===== config.mk =====
export PLATFORM = sky130hd
export DESIGN_NAME = serial_bit_feeder_flat
export DESIGN_NICKNAME = d
export VERILOG_FILES = /design/src/rtl/serial_bit_feeder_if.sv /design/src/rtl/serial_bit_feeder.sv /design/src/flat_wrapper.sv
export SDC_FILE = /design/constraint.sdc
export NUM_CORES = 1
export LEC_CHECK = 0
export CAP_MARGIN = 30
export CORE_AREA = 2 2 41 43
export DETAILED_ROUTE_END_ITERATION = 16
export DIE_AREA = 0 0 43 45
export DONT_BUFFER_PORTS = 1
export HOLD_SLACK_MARGIN = 0.03
export PLACE_DENSITY = 0.7
export SYNTH_ARGS = -nofsm -noshare
export SYNTH_HDL_FRONTEND = slang
export SYNTH_SLANG_ARGS = --single-unit

===== constraint.sdc =====
create_clock -name clk -period 1.3 [get_ports clk]
set_input_delay 0 -clock clk [delete_from_list [all_inputs] [get_ports clk]]
set_output_delay 0 -clock clk [all_outputs]
set_load 0.05 [all_outputs]

===== src/rtl/serial_bit_feeder_if.sv =====
// Word handshake between a parallel source and serial_bit_feeder.
// valid/ready: a word moves on every rising clk edge where din_valid and
// din_ready are both 1. Once din_valid is raised, the source holds it and din
// stable until that edge. din_ready does not depend on din_valid.
interface serial_bit_feeder_if #(
    parameter int WIDTH = 8
);
    logic [WIDTH-1:0] din;
    logic             din_valid;
    logic             din_ready;

    // The source drives the word. The feeder answers with ready.
    modport master (
        output din,
        output din_valid,
        input  din_ready
    );

    // The feeder side.
    modport slave (
        input  din,
        input  din_valid,
        output din_ready
    );
endinterface


===== src/rtl/serial_bit_feeder.sv =====
// serial_bit_feeder: accepts a parallel word over s_in (valid/ready) and
// shifts it out MSB-first on o_bit_out, one bit per i_bit_en strobe.
// o_bit_valid and o_frame_done pulse with each new bit and with the final bit
// of a frame, so downstream detectors can be aligned to bit positions.
//
// Optional feature, macro SERIAL_PARITY_EN:
//   defined   - an extra PAR state appends the even parity (XOR) of the
//               captured word as bit WIDTH, so the frame has WIDTH+1 bits.
//   undefined - the frame is exactly WIDTH bits, with no parity logic.
//
// Debug: o_dbg_state exposes the FSM state (0 IDLE, 1 SHIFT, 2 PAR) and
// o_dbg_cnt exposes the data-bit counter.
module serial_bit_feeder #(
    parameter int   WIDTH      = 8,
    parameter logic IDLE_LEVEL = 1'b1
) (
    input  logic                         clk,
    input  logic                         rst,
    serial_bit_feeder_if.slave           s_in,
    input  logic                         i_bit_en,
    output logic                         o_bit_out,
    output logic                         o_bit_valid,
    output logic                         o_busy,
    output logic                         o_frame_done,
    output logic [1:0]                   o_dbg_state,
    output logic [$clog2(WIDTH+1)-1:0]   o_dbg_cnt
);

    localparam int                CNT_W    = $clog2(WIDTH + 1);
    localparam logic [CNT_W-1:0]  LAST_CNT = CNT_W'(WIDTH - 1);

`ifdef SERIAL_PARITY_EN
    typedef enum logic [1:0] {
        ST_IDLE  = 2'd0,
        ST_SHIFT = 2'd1,
        ST_PAR   = 2'd2
    } state_t;
`else
    typedef enum logic [1:0] {
        ST_IDLE  = 2'd0,
        ST_SHIFT = 2'd1
    } state_t;
`endif

    // Registered state
    state_t             r_state;
    logic [WIDTH-1:0]   r_shift;
    logic [CNT_W-1:0]   r_cnt;
    logic               r_bit_out;
    logic               r_bit_valid;
    logic               r_busy;
    logic               r_frame_done;
`ifdef SERIAL_PARITY_EN
    logic               r_par;
`endif

    // Next-state values
    state_t             w_state_nxt;
    logic [WIDTH-1:0]   w_shift_nxt;
    logic [CNT_W-1:0]   w_cnt_nxt;
    logic               w_bit_out_nxt;
    logic               w_bit_valid_nxt;
    logic               w_busy_nxt;
    logic               w_frame_done_nxt;
    logic               w_accept;
    logic               w_last_bit;
`ifdef SERIAL_PARITY_EN
    logic               w_par_nxt;
`endif

    // Ready is purely a state decode, so it reads 1 throughout reset.
    assign s_in.din_ready = (r_state == ST_IDLE);
    assign w_accept       = s_in.din_valid && (r_state == ST_IDLE);
    assign w_last_bit     = (r_cnt == LAST_CNT);

    assign o_bit_out      = r_bit_out;
    assign o_bit_valid    = r_bit_valid;
    assign o_busy         = r_busy;
    assign o_frame_done   = r_frame_done;
    assign o_dbg_state    = r_state;
    assign o_dbg_cnt      = r_cnt;

    // Next-state and output decode; every register holds unless a state says otherwise.
    always_comb begin
        w_state_nxt      = r_state;
        w_shift_nxt      = r_shift;
        w_cnt_nxt        = r_cnt;
        w_bit_out_nxt    = r_bit_out;
        w_bit_valid_nxt  = 1'b0;
        w_busy_nxt       = r_busy;
        w_frame_done_nxt = 1'b0;
`ifdef SERIAL_PARITY_EN
        w_par_nxt        = r_par;
`endif

        case (r_state)
            ST_IDLE: begin
                if (w_accept) begin
                    // The capture cycle ignores the strobe. If the next word
                    // arrives before any strobe, the line keeps the last bit of
                    // the previous frame and never returns to the idle level.
                    w_shift_nxt = s_in.din;
                    w_cnt_nxt   = '0;
                    w_state_nxt = ST_SHIFT;
                    w_busy_nxt  = 1'b1;
`ifdef SERIAL_PARITY_EN
                    w_par_nxt   = ^s_in.din;
`endif
                end else if (i_bit_en) begin
                    w_bit_out_nxt = IDLE_LEVEL;
                end
            end

            ST_SHIFT: begin
                if (i_bit_en) begin
                    w_bit_out_nxt   = r_shift[WIDTH-1];
                    w_shift_nxt     = {r_shift[WIDTH-2:0], 1'b0};
                    w_cnt_nxt       = r_cnt + CNT_W'(1);
                    w_bit_valid_nxt = 1'b1;
                    if (w_last_bit) begin
`ifdef SERIAL_PARITY_EN
                        w_state_nxt      = ST_PAR;
`else
                        w_state_nxt      = ST_IDLE;
                        w_busy_nxt       = 1'b0;
                        w_frame_done_nxt = 1'b1;
`endif
                    end
                end
            end

`ifdef SERIAL_PARITY_EN
            ST_PAR: begin
                if (i_bit_en) begin
                    w_bit_out_nxt    = r_par;
                    w_bit_valid_nxt  = 1'b1;
                    w_frame_done_nxt = 1'b1;
                    w_state_nxt      = ST_IDLE;
                    w_busy_nxt       = 1'b0;
                end
            end
`endif

            default: begin
                w_state_nxt = ST_IDLE;
                w_busy_nxt  = 1'b0;
            end
        endcase
    end

    // State and output registers. Reset abandons any frame without a frame_done.
    always_ff @(posedge clk or posedge rst) begin
        if (rst) begin
            r_state      <= ST_IDLE;
            r_shift      <= '0;
            r_cnt        <= '0;
            r_bit_out    <= IDLE_LEVEL;
            r_bit_valid  <= 1'b0;
            r_busy       <= 1'b0;
            r_frame_done <= 1'b0;
`ifdef SERIAL_PARITY_EN
            r_par        <= 1'b0;
`endif
        end else begin
            r_state      <= w_state_nxt;
            r_shift      <= w_shift_nxt;
            r_cnt        <= w_cnt_nxt;
            r_bit_out    <= w_bit_out_nxt;
            r_bit_valid  <= w_bit_valid_nxt;
            r_busy       <= w_busy_nxt;
            r_frame_done <= w_frame_done_nxt;
`ifdef SERIAL_PARITY_EN
            r_par        <= w_par_nxt;
`endif
        end
    end

endmodule


===== src/flat_wrapper.sv =====
// flat-port wrapper written by rule: the top's interface ports become plain ports
module serial_bit_feeder_flat 
#(
    parameter int   WIDTH      = 8,
    parameter logic IDLE_LEVEL = 1'b1
)
  (clk, rst, i_bit_en, o_bit_out, o_bit_valid, o_busy, o_frame_done, o_dbg_state, o_dbg_cnt, s_in_din, s_in_din_valid, s_in_din_ready);
  serial_bit_feeder_if #(.WIDTH(WIDTH)) s_in_i ();
  input  logic clk;
  input  logic rst;
  input  logic i_bit_en;
  output logic o_bit_out;
  output logic o_bit_valid;
  output logic o_busy;
  output logic o_frame_done;
  output logic [1:0] o_dbg_state;
  output logic [$clog2(WIDTH+1)-1:0] o_dbg_cnt;
  input wire logic [$bits(s_in_i.din)-1:0] s_in_din;
  input wire logic [$bits(s_in_i.din_valid)-1:0] s_in_din_valid;
  output wire logic [$bits(s_in_i.din_ready)-1:0] s_in_din_ready;
  assign s_in_i.din = s_in_din;
  assign s_in_i.din_valid = s_in_din_valid;
  assign s_in_din_ready = s_in_i.din_ready;
  serial_bit_feeder #(.WIDTH(WIDTH), .IDLE_LEVEL(IDLE_LEVEL)) u_core (.clk(clk), .rst(rst), .s_in(s_in_i), .i_bit_en(i_bit_en), .o_bit_out(o_bit_out), .o_bit_valid(o_bit_valid), .o_busy(o_busy), .o_frame_done(o_frame_done), .o_dbg_state(o_dbg_state), .o_dbg_cnt(o_dbg_cnt));
endmodule

=== Yosys cells after proc, flatten, opt, wreduce, memory -nomap -nowiden ===
Cells that the tools add are included.

* $add $sub $neg: 1
* Eq/ne operators: 7
* Multiplexer cells: 23
* Reduce and logical (&&, ||, !) cells: 6

{| class="wikitable"
|+ Operators by type and width
! kind !! count
|-
| $mux 8 || 2
|-
| $pmux 8 s2 || 1
|-
| $mux 1 || 11
|-
| $mux 4 || 2
|-
| $pmux 4 s2 || 1
|-
| $mux 2 || 3
|-
| $ne 2x2->1 const B || 3
|-
| $reduce_and 3->1 || 2
|-
| $add 4x1->4 const B || 1
|-
| $eq 4x3->1 const B || 1
|-
| $ne 2x1->1 const B || 2
|-
| $pmux 1 s2 || 2
|-
| $pmux 2 s2 || 1
|-
| $reduce_and 4->1 || 1
|-
| $eq 2x1->1 const B || 1
|-
| $logic_not 2->1 || 1
|-
| $reduce_bool 2->1 || 1
|-
| $logic_and 1x1->1 || 1
|}

* Flip-flop bits (word level): 18
* Bits of input ports: 12
* Output and inout bits: 11
* Word-level logic and storage cells: 44

=== Depth between registers and ports, before layout ===
Gate-level depths: netlist of run 1.

* Depth after elaboration: 4
* Mapped depth: 5
* Depth with buffers taken out: 4

=== Least setup slack after synthesis of run 1 ===
No wires, ideal clock.

* Path type: register to register
* Start: register u_core.r_state[0] (netlist: u_core.o_dbg_state[0])
* End: register u_core.r_cnt[3] (netlist: u_core.o_dbg_cnt[3])
* Library setup time: 0.076 ns
* Arrival time: 1.343 ns
* Required time: 1.224 ns
* Setup slack: -0.120 ns
* Cell stages (with the launch flop): 5
* Buffers on the path: 1
* Clock period less this slack: 1.420 ns
* Cell sequence: dfrtp_1 -> buf_6 -> inv_4 -> or3_1 -> o21ai_1

* Word-level cells in the longest chain between the ends: 4
* Elaborated cells on any way between the ends: 8
* Classes of those cells: eq/ne (3); mux (1); reduce/logical (4)

{| class="wikitable"
|+ Ends and longest elaborated chain
! item !! line !! source
|-
| start, declared || serial_bit_feeder.sv:46 || <nowiki>state_t r_state;</nowiki>
|-
| start signal, assigned || serial_bit_feeder.sv:165 || <nowiki>r_state <= w_state_nxt;</nowiki>
|-
| $logic_not 2->1 (*) || - ||
|-
| via s_in_din_ready || flat_wrapper.sv:20 || <nowiki>output wire logic [$bits(s_in_i.din_ready)-1:0] s_in_din_ready;</nowiki>
|-
| $logic_and 1x1->1 || serial_bit_feeder.sv:73 || <nowiki>assign w_accept = s_in.din_valid && (r_state == ST_IDLE);</nowiki>
|-
| $ne 2x1->1 (no source line) || - ||
|-
| $reduce_and 3->1 (no source line) || - ||
|-
| end signal, assigned || serial_bit_feeder.sv:167 || <nowiki>r_cnt <= w_cnt_nxt;</nowiki>
|-
| end, declared || serial_bit_feeder.sv:48 || <nowiki>logic [CNT_W-1:0] r_cnt;</nowiki>
|}

Mark *: on every way through the listed nets, which the timed path passes. The rest lies on a longest branch.
A chain may end at the register's enable or synchronous reset.

==> impl_metrics.tcl, run 1 <==
set metrics [dict create \
    status "finished clean" \
    postCtsSetupBuffers 0 \
    gp_congestion 0.724 \
    viasPerCell 5.57 \
    wl_per_cell_microns 14.2 \
    postSynthCellCount 75 \
    combPwrFrac 0.427 \
    critical_path_required_ns 1.47 \
    std_cell_rows 14 \
    fmax_mhz 796 \
    fp.coreArea_sq_um 1470 \
    leakagePower_nw 0.459 \
    drc 0 \
    post-route-period-util 0.966 \
    htree_num_levels 1 \
    die_x_microns 43 \
    fin_skew_ns 0.00952 \
    crit_chain "mux2i_1 > dlygate4sd3_1 > a21oi_1" \
    cp_max_fo 3 \
    netlist_area_sq_um 810 \
    start_kind "register" \
    power_frac_seq 0.443 \
    num-fill-cells 122 \
    setup_tns_ns 0 \
    fin_crit_ns 1.26 \
    yosysWarnings 0 \
    gr-total-overflow 0 \
    cts_tree "done" \
    vias 607 \
    start_util 0.550 \
    ir_drop_v 0.00109 \
    io_buffers 0 \
    cts_buffer_depth 2 \
    slew_headroom 0.599 \
    seq_area_frac_synth 0.496 \
    cts_sinks 16 \
    first_pass_iters 4 \
    rsz0062_at_grt "false" \
    hold_viol_final 0 \
    drtIter0Drc 4 \
    syn_to_final_growth_pct 22.1 \
    p_int_w 0.00115 \
    dp.cells 93 \
    syn_avg_cell_area_sq_um 10.8 \
    cpMaxStageDelayCell "dlygate4sd3_1" \
    routed_wl_microns 1550 \
    ys_ff_latch 16 \
    final_cells 109 \
    cp-end-kind "register" \
    grt_antenna_before_repair 0 \
    setup_viol 0 \
    max_slew.worst_pin.slew_ns 0.602 \
    synth_cell_types 27 \
    hold_class "primary input to register" \
    switching_power_w 0.000856 \
    die_area_sq_um 1940 \
    numCtsBuffers 3 \
    grtUsageTotal 0.184 \
    rrSetupSlack_ns 0.04 \
    final_nets 107 \
    finalMaxSlewViolations 0 \
    grt_pass1_wl_microns 2680 \
    slowest_delay_ns 0.56 \
    die-height_microns 45 \
    worstSetupPathType "register to register" \
    ios 23 \
    grt_max_degree 17 \
    drive_gt1_frac 0.204 \
    switching_share 0.426 \
    detail-route-antenna-nets 0 \
    pwr-share-clk 0.131 \
    syn_nets 88 \
    maxCapViolations 0 \
    diodes 0 \
    clock_latency_ns 0.27 \
    fin_util 0.672 \
    p_per_area_nw_per_um2 2030 \
    first_global_vias 620 \
    dpl.hpwl_microns 1060 \
    clockRootBuffer "clkbuf_4" \
    clkTransAtPathRegs_ns 0.10 \
    crit_arrival_ns 1.42 \
]
[through the flow]
stage	setup WS [ns]	hold WS [ns]	power [W]	instance area, sq um
2_1_floorplan	0.0268	-0.0872	0.00151	813
3_3_place_gp	0.213	-0.00946	0.00167	840
3_5_place_dp	0.159	-0.00487	0.00170	840
4_1_cts	0.0209	0.0300	0.00202	986
5_1_grt	0.00574	0.0558	0.00213	988
6_report	0.0445	0.0450	0.00201	988
[power groups by stage]
stage,Combinational (W),Clock [W],Sequential (W)
final,0.000857,0.000262,0.000889
after global routing,0.000923,0.000292,0.000918
after CTS,0.000863,0.000270,0.000885
after detailed placement,0.000804,0,0.000895
after global placement,0.000788,0,0.000884
after floorplan,0.000410,0,0.00110
[final cells by class]
type	count	area, sq um	area share
Sequential cell	16	405	0.410
Tap cell	16	20.0	0.0203
Multi-Input combinational cell	49	337	0.341
Inverter	4	17.5	0.0177
Timing Repair Buffer	20	183	0.185
Clock buffer	4	26.3	0.0266
[critical path, delay by kind of cell (launching register included)]
| kind | cells | cell delay (ns) |
|---|---|---|
| buf+inv | 1 | 0.56 |
| compound gates | 1 | 0.07 |
| mux | 1 | 0.12 |
| flops | 1 | 0.40 |
[flip-flops by register name, summed over array words and instances (netlist names)]
signal / cells
u_core.o_dbg_cnt: 4
u_core.o_dbg_state: 1
u_core.o_frame_done: 1
u_core.o_bit_valid: 1
u_core.r_shift: 8
u_core.o_bit_out: 1
[kinds of logic after synthesis]
group           synth area share
simple gates               0.158
compound gates             0.159
flops                      0.496
buf+inv                   0.0881
mux                       0.0788
fa+ha+maj                 0.0155
other cells              0.00463
[cells in the mapped netlist (all sizes together)]
cell    number  area (sq um)
nand3        4          32.5
ha           1          12.5
a22oi        1          7.51
nand2        5          18.8
o22a         1          8.76
or3          1          6.26
nor2b        7          43.8
a21boi       1          7.51
o21ai        4          20.0
dfstp        1          26.3
a22o         2          17.5
a211oi       5          37.5
nor3b        1          12.5
mux2i        6          63.8
buf          6          53.8
inv          4          17.5
conb         1          3.75
a21oi        6          30.0
nor2         2          7.51
dfrtp       15           375
nand4        1          6.26
[routing by layer]
metal / share of wire / up-vias / GRT usage
met4: 0.012 / 0 / 0.0545
met3: 0.046 / 2 / 0.0400
met5: 0 / - / 0
met1: 0.47 / 294 / 0.228
li1: - / 297 / -
met2: 0.47 / 14 / 0.327
[cells in the final DEF (no fill, tap or decap), types with 2 or more instances in the layout]
cell type	n
clkbuf_4	3
inv_1	3
a211oi_1	5
nor2_1	2
nor2b_1	7
dfrtp_2	3
o21ai_0	3
nand3_1	3
nand2_1	5
buf_4	8
a21oi_1	6
dfrtp_1	12
mux2i_1	5
a22o_1	2
dlygate4sd3_1	11
[repair_timing]
| item | in CTS | in global routing |
|---|---|---|
| hold buffers | 12 | 0 |
| endpoints found under the hold margin | 30 | 0 |
| setup endpoints to repair | 0 | 1 |
| gates resized for setup | 0 | 1 |
[final timing paths]
kind / start / to / cells after the start
worst max-delay path: u_core.r_shift[4] / u_core.r_shift[4] / 3
worst min-delay path: s_in_din_valid / u_core.r_shift[4] / 3
worst max register to register: u_core.r_shift[4] / u_core.r_shift[4] / 3
worst min register to register: u_core.r_shift[7] / u_core.r_shift[7] / 2
max in group asynchronous: rst / u_core.o_dbg_cnt[1] / 2
min in group asynchronous: rst / u_core.r_shift[5] / 2
Note: power is estimated with default switching activity, not from simulation.
==> run 2, diff against run 1 <==
MAX_ROUTING_LAYER = met4   (was not set)
PLACE_DENSITY = 0.69   (was 0.7)
==> run 2 against run 1 <==
Compared with the run above:
- worst setup slack better by 0.094 ns
- die area stayed put
- fmax is 8.1% higher
- clock power is 5% higher
- via count is 1.6% higher
- sequential cell count stayed put
- utilization is 1.0 points higher
- critical path type unchanged
==> impl_metrics.tcl, run 2 (same netlist as run 1, synthesis figures left out) <==
set metrics [dict create \
    status "finished clean" \
    grt_antenna_before_repair 0 \
    finalMaxSlewViolations 0 \
    ios 23 \
    slowest_delay_ns 0.53 \
    setup_viol 0 \
    final_cells 111 \
    crit_family "flip-flops" \
    clock_latency_ns 0.28 \
    die_area_sq_um 1940 \
    diodes 0 \
    cp-end-kind "register" \
    cts_sinks 16 \
    start_util 0.550 \
    clkTransAtPathRegs_ns 0.10 \
    first_pass_iters 4 \
    critPathBufInv 0 \
    gp_congestion 0.708 \
    ir_drop_v 0.00102 \
    viasPerCell 5.56 \
    detail-route-antenna-nets 0 \
    grtUsageTotal 0.192 \
    grt-busiest-layer "met2" \
    maxCapViolations 0 \
    syn_to_final_growth_pct 24.0 \
    post-route-period-util 0.894 \
    first_global_vias 617 \
    start_kind "register" \
    crit_arrival_ns 1.38 \
    dpl.hpwl_microns 973 \
    crit_chain "mux2i_2 > a22o_1" \
    seqCellArea_sq_um 405 \
    cts_buffer_depth 2 \
    max_slew.worst_pin.slew_ns 0.618 \
    setup_tns_ns 0 \
    fp.coreArea_sq_um 1470 \
    leakagePower_nw 0.472 \
    drive_gt1_frac 0.221 \
    dp.cells 93 \
    cts_tree "done" \
    fin_crit_ns 1.16 \
    wl_per_cell_microns 14.6 \
    fin_skew_ns 0.00820 \
    largest_register_ffs 8 \
    io_buffers 0 \
    std_cell_rows 14 \
    drc 0 \
    cp_max_fo 10 \
    p_per_area_nw_per_um2 2030 \
    vias 617 \
    hold_class "primary input to register" \
    multi_input_area_sq_um 337 \
    worstSetupPathType "register to register" \
    grt_pass1_wl_microns 2600 \
    routed_wl_microns 1620 \
    critical_path_required_ns 1.52 \
    rsz0062_at_grt "false" \
    gr-total-overflow 0 \
    globalRouteMet1Util 0.221 \
    mostFrequentLayoutCell "dfrtp_1" \
    hold_viol_final 0 \
    use_met3 0.0360 \
    clockRootBuffer "clkbuf_4" \
    drtIter0Drc 16 \
    largest_register "u_core.r_shift" \
    htree_num_levels 1 \
    fin_util 0.682 \
    slew_headroom 0.587 \
    gr-usage-met2 0.318 \
    die_x_microns 43 \
    cpMaxStageDelayCell "dfrtp_2" \
    final_nets 109 \
    numCtsBuffers 3 \
    num-fill-cells 123 \
    die-height_microns 45 \
    fmax_mhz 861 \
    final_cell_mix "dfrtp_1, dlygate4sd3_1, buf_4, nor2b_1, a21oi_1" \
    grt_max_degree 17 \
]
## run 2: changes by cell type in the layout (fill, tap and decap cells not counted)
cell / before / now
buf_4: 8 / 10
## run 2: worst paths after layout
path	start	endpoint	slack, ns	cells after the start
hold reg to reg	u_core.r_shift[7]	u_core.r_shift[7]	0.49	2
setup reg to reg	u_core.o_dbg_state[0]	u_core.o_dbg_cnt[1]	0.14	2
hold / removal	s_in_din_valid	u_core.r_shift[0]	0.07	2
setup / recovery	u_core.o_dbg_state[0]	u_core.o_dbg_cnt[1]	0.14	2
min in group asynchronous	rst	u_core.o_dbg_cnt[2]	0.22	2
max in group asynchronous	rst	u_core.o_dbg_cnt[0]	0.63	2
## run 2: cell type report
type / count / area share
multi-input cells: 49 / 0.335
well taps: 16 / 0.0200
flip-flops and latches: 16 / 0.404
clock buffers: 4 / 0.0262
inverters: 4 / 0.0175
repair buffers: 22 / 0.197
## run 2: timing repair
action,4_1_cts,5_1_grt
endpoints found under the setup margin,0,2
hold buffers,12,1
gates resized for setup,0,1
setup buffers,0,2
endpoints found under the hold margin,31,1
## run 2: worst reg2reg max path, delay by kind of cell (launching register included)
family | cells | cell delay, ns
DFF | 1 | 0.53
muxes | 1 | 0.38
AOI/OAI and AO/OA | 1 | 0.19
## run 2: power by group
part / internal, W / switching, W
registers: 0.000694 / 0.000187
logic: 0.000356 / 0.000524
clock network: 0.000119 / 0.000155
## run 2: metal layers
layer	vias up	part of all wire
met3	2	0.060
met2	19	0.49
met1	292	0.44
met5	-	0
li1	304	-
met4	0	0.011
## run 2: through the flow
stage	power [W]	instance area [sq um]	hold WS (ns)	setup WS, ns
global placement	0.00167	840	-0.00669	0.177
CTS	0.00203	986	0.0616	0.0289
global route	0.00216	1000	0.0610	0.0753
floorplan	0.00151	813	-0.0872	0.0268
detailed placement	0.00168	840	0.00139	0.171
finish	0.00204	1000	0.0662	0.138
==> run 3, diff against run 2 <==
REMOVE_ABC_BUFFERS = 1   (was not set)
==> run 3 against run 2 <==
Compared with the run above:
- hold slack got worse by 0.024 ns
- critical path depth did not move
- sequential power fell by 3.5%
- fmax fell by 2.3%
- utilization fell by 0.26 points
- design area fell by 0.37%
- final cell count fell by 0.90%
==> impl_metrics.tcl, run 3 (same netlist as run 1, synthesis figures left out) <==
set metrics [dict create \
    dpl.hpwl_microns 1090 \
    gp_congestion 0.755 \
    die_area_sq_um 1940 \
    cts_buffer_depth 2 \
    slew_headroom 0.596 \
    hold_viol_final 0 \
    setup.worst_path.start "u_core.o_dbg_state[0]" \
    use_met3 0.0280 \
    cp-end-kind "output pin" \
    place_ws_ns 0.152 \
    start_util 0.550 \
    vias 608 \
    crit_arrival_ns 1.19 \
    grt_pass1_wl_microns 2570 \
    htree_num_levels 1 \
    fin_crit_ns 1.19 \
    clkTransAtPathRegs_ns 0.09 \
    cts_tree "done" \
    routed_wl_microns 1550 \
    leakagePower_nw 0.474 \
    largest_register_ffs 8 \
    cp_max_fo 4 \
    gr-total-overflow 0 \
    start_kind "register" \
    status "finished clean" \
    std_cell_rows 14 \
    final_nets 108 \
    multi_input_area_sq_um 337 \
    hold_slack_ns 0.0419 \
    grt-busiest-layer "met2" \
    die-height_microns 45 \
    p_per_area_nw_per_um2 2050 \
    grtUsageTotal 0.187 \
    rsz0062_at_grt "false" \
    fmax_mhz 841 \
    num-fill-cells 132 \
    ir_drop_v 0.00114 \
    fp.coreArea_sq_um 1470 \
    grt_max_degree 17 \
    mostFrequentLayoutCell "dfrtp_1" \
    die_x_microns 43 \
    globalRouteMet1Util 0.241 \
    drtIter0Drc 7 \
    detail-route-antenna-nets 0 \
    final_cell_mix "dfrtp_1, dlygate4sd3_1, buf_4, nor2b_1, a21oi_1" \
    critical_path_required_ns 1.30 \
    largest_register "u_core.r_shift" \
    seqCellArea_sq_um 402 \
    cts_sinks 16 \
    fin_skew_ns 0.00603 \
    first_pass_iters 4 \
    clock_latency_ns 0.28 \
    fin_ws_ns 0.111 \
    syn_to_final_growth_pct 23.5 \
    final_cells 110 \
    first_global_vias 570 \
    fin_util 0.679 \
    worstHoldStart "s_in_din_valid" \
    wl_per_cell_microns 14.1 \
    clockRootBuffer "clkbuf_4" \
    numCtsBuffers 3 \
    diodes 0 \
    maxCapViolations 0 \
    setup_viol 0 \
    dp.cells 95 \
    post-route-period-util 0.915 \
    io_buffers 0 \
    hold_class "primary input to register" \
    max_slew.worst_pin.slew_ns 0.606 \
    gr-usage-met2 0.294 \
    ios 23 \
    drc 0 \
    worstSetupPathType "register to output pin" \
    drive_gt1_frac 0.202 \
    grt_antenna_before_repair 0 \
    viasPerCell 5.53 \
    r2r-start "u_core.o_dbg_state[0]" \
    finalMaxSlewViolations 0 \
]
## run 3: changes by cell type in the layout (fill, tap and decap cells not counted), sizes merged
| cell | before | now |
|---|---|---|
| dlygate4sd3 | 11 | 10 |
## run 3: cell type report
class	count	area share
repair buffers	21	0.188
flip-flops and latches	16	0.402
clock buffers	4	0.0363
inverters	4	0.0175
well taps	16	0.0200
multi-input cells	49	0.337
## run 3: power by group
group | total, W | switching, W | internal (W)
combinational | 0.000872 | 0.000540 | 0.000332
sequential | 0.000850 | 0.000162 | 0.000688
clock | 0.000324 | 0.000154 | 0.000170
total | 0.00205 | 0.000857 | 0.00119
## run 3: critical path, stage by stage (launching register included)
cell	delay (ns)
dfrtp_1	0.43
buf_4	0.18
buf_4	0.29
## run 3: stage by stage
step	power, W	TNS, ns	instance area (sq um)
finish	0.00205	0	1000
global route	0.00218	0	1000
CTS	0.00207	0	997
detailed placement	0.00170	0	851
global placement	0.00168	0	851
floorplan	0.00146	-7.53	756
## run 3: what timing repair did
| item | in CTS | in global routing |
|---|---|---|
| setup buffers | 0 | 0 |
| endpoints found under the setup margin | 0 | 5 |
| endpoints found under the hold margin | 31 | 0 |
| hold buffers | 11 | 0 |
| resized for setup | 0 | 1 |
## run 3: path summary, 6_finish.rpt
kind / end / slack [ns] / depth (start not counted)
worst max register to register: u_core.r_shift[7] / 0.12 / 5
min in group asynchronous: u_core.o_dbg_cnt[2] / 0.22 / 2
worst max-delay path: o_busy / 0.11 / 2
max in group asynchronous: u_core.r_shift[3] / 0.69 / 2
worst min register to register: u_core.r_shift[7] / 0.49 / 2
worst min-delay path: u_core.r_shift[6] / 0.04 / 3
## run 3: routing by layer
| metal | part of all wire | routed length, microns |
|---|---|---|
| met5 | 0 | 0 |
| met4 | 0.0039 | 6 |
| met3 | 0.048 | 75 |
| met2 | 0.48 | 750 |
| met1 | 0.46 | 718 |
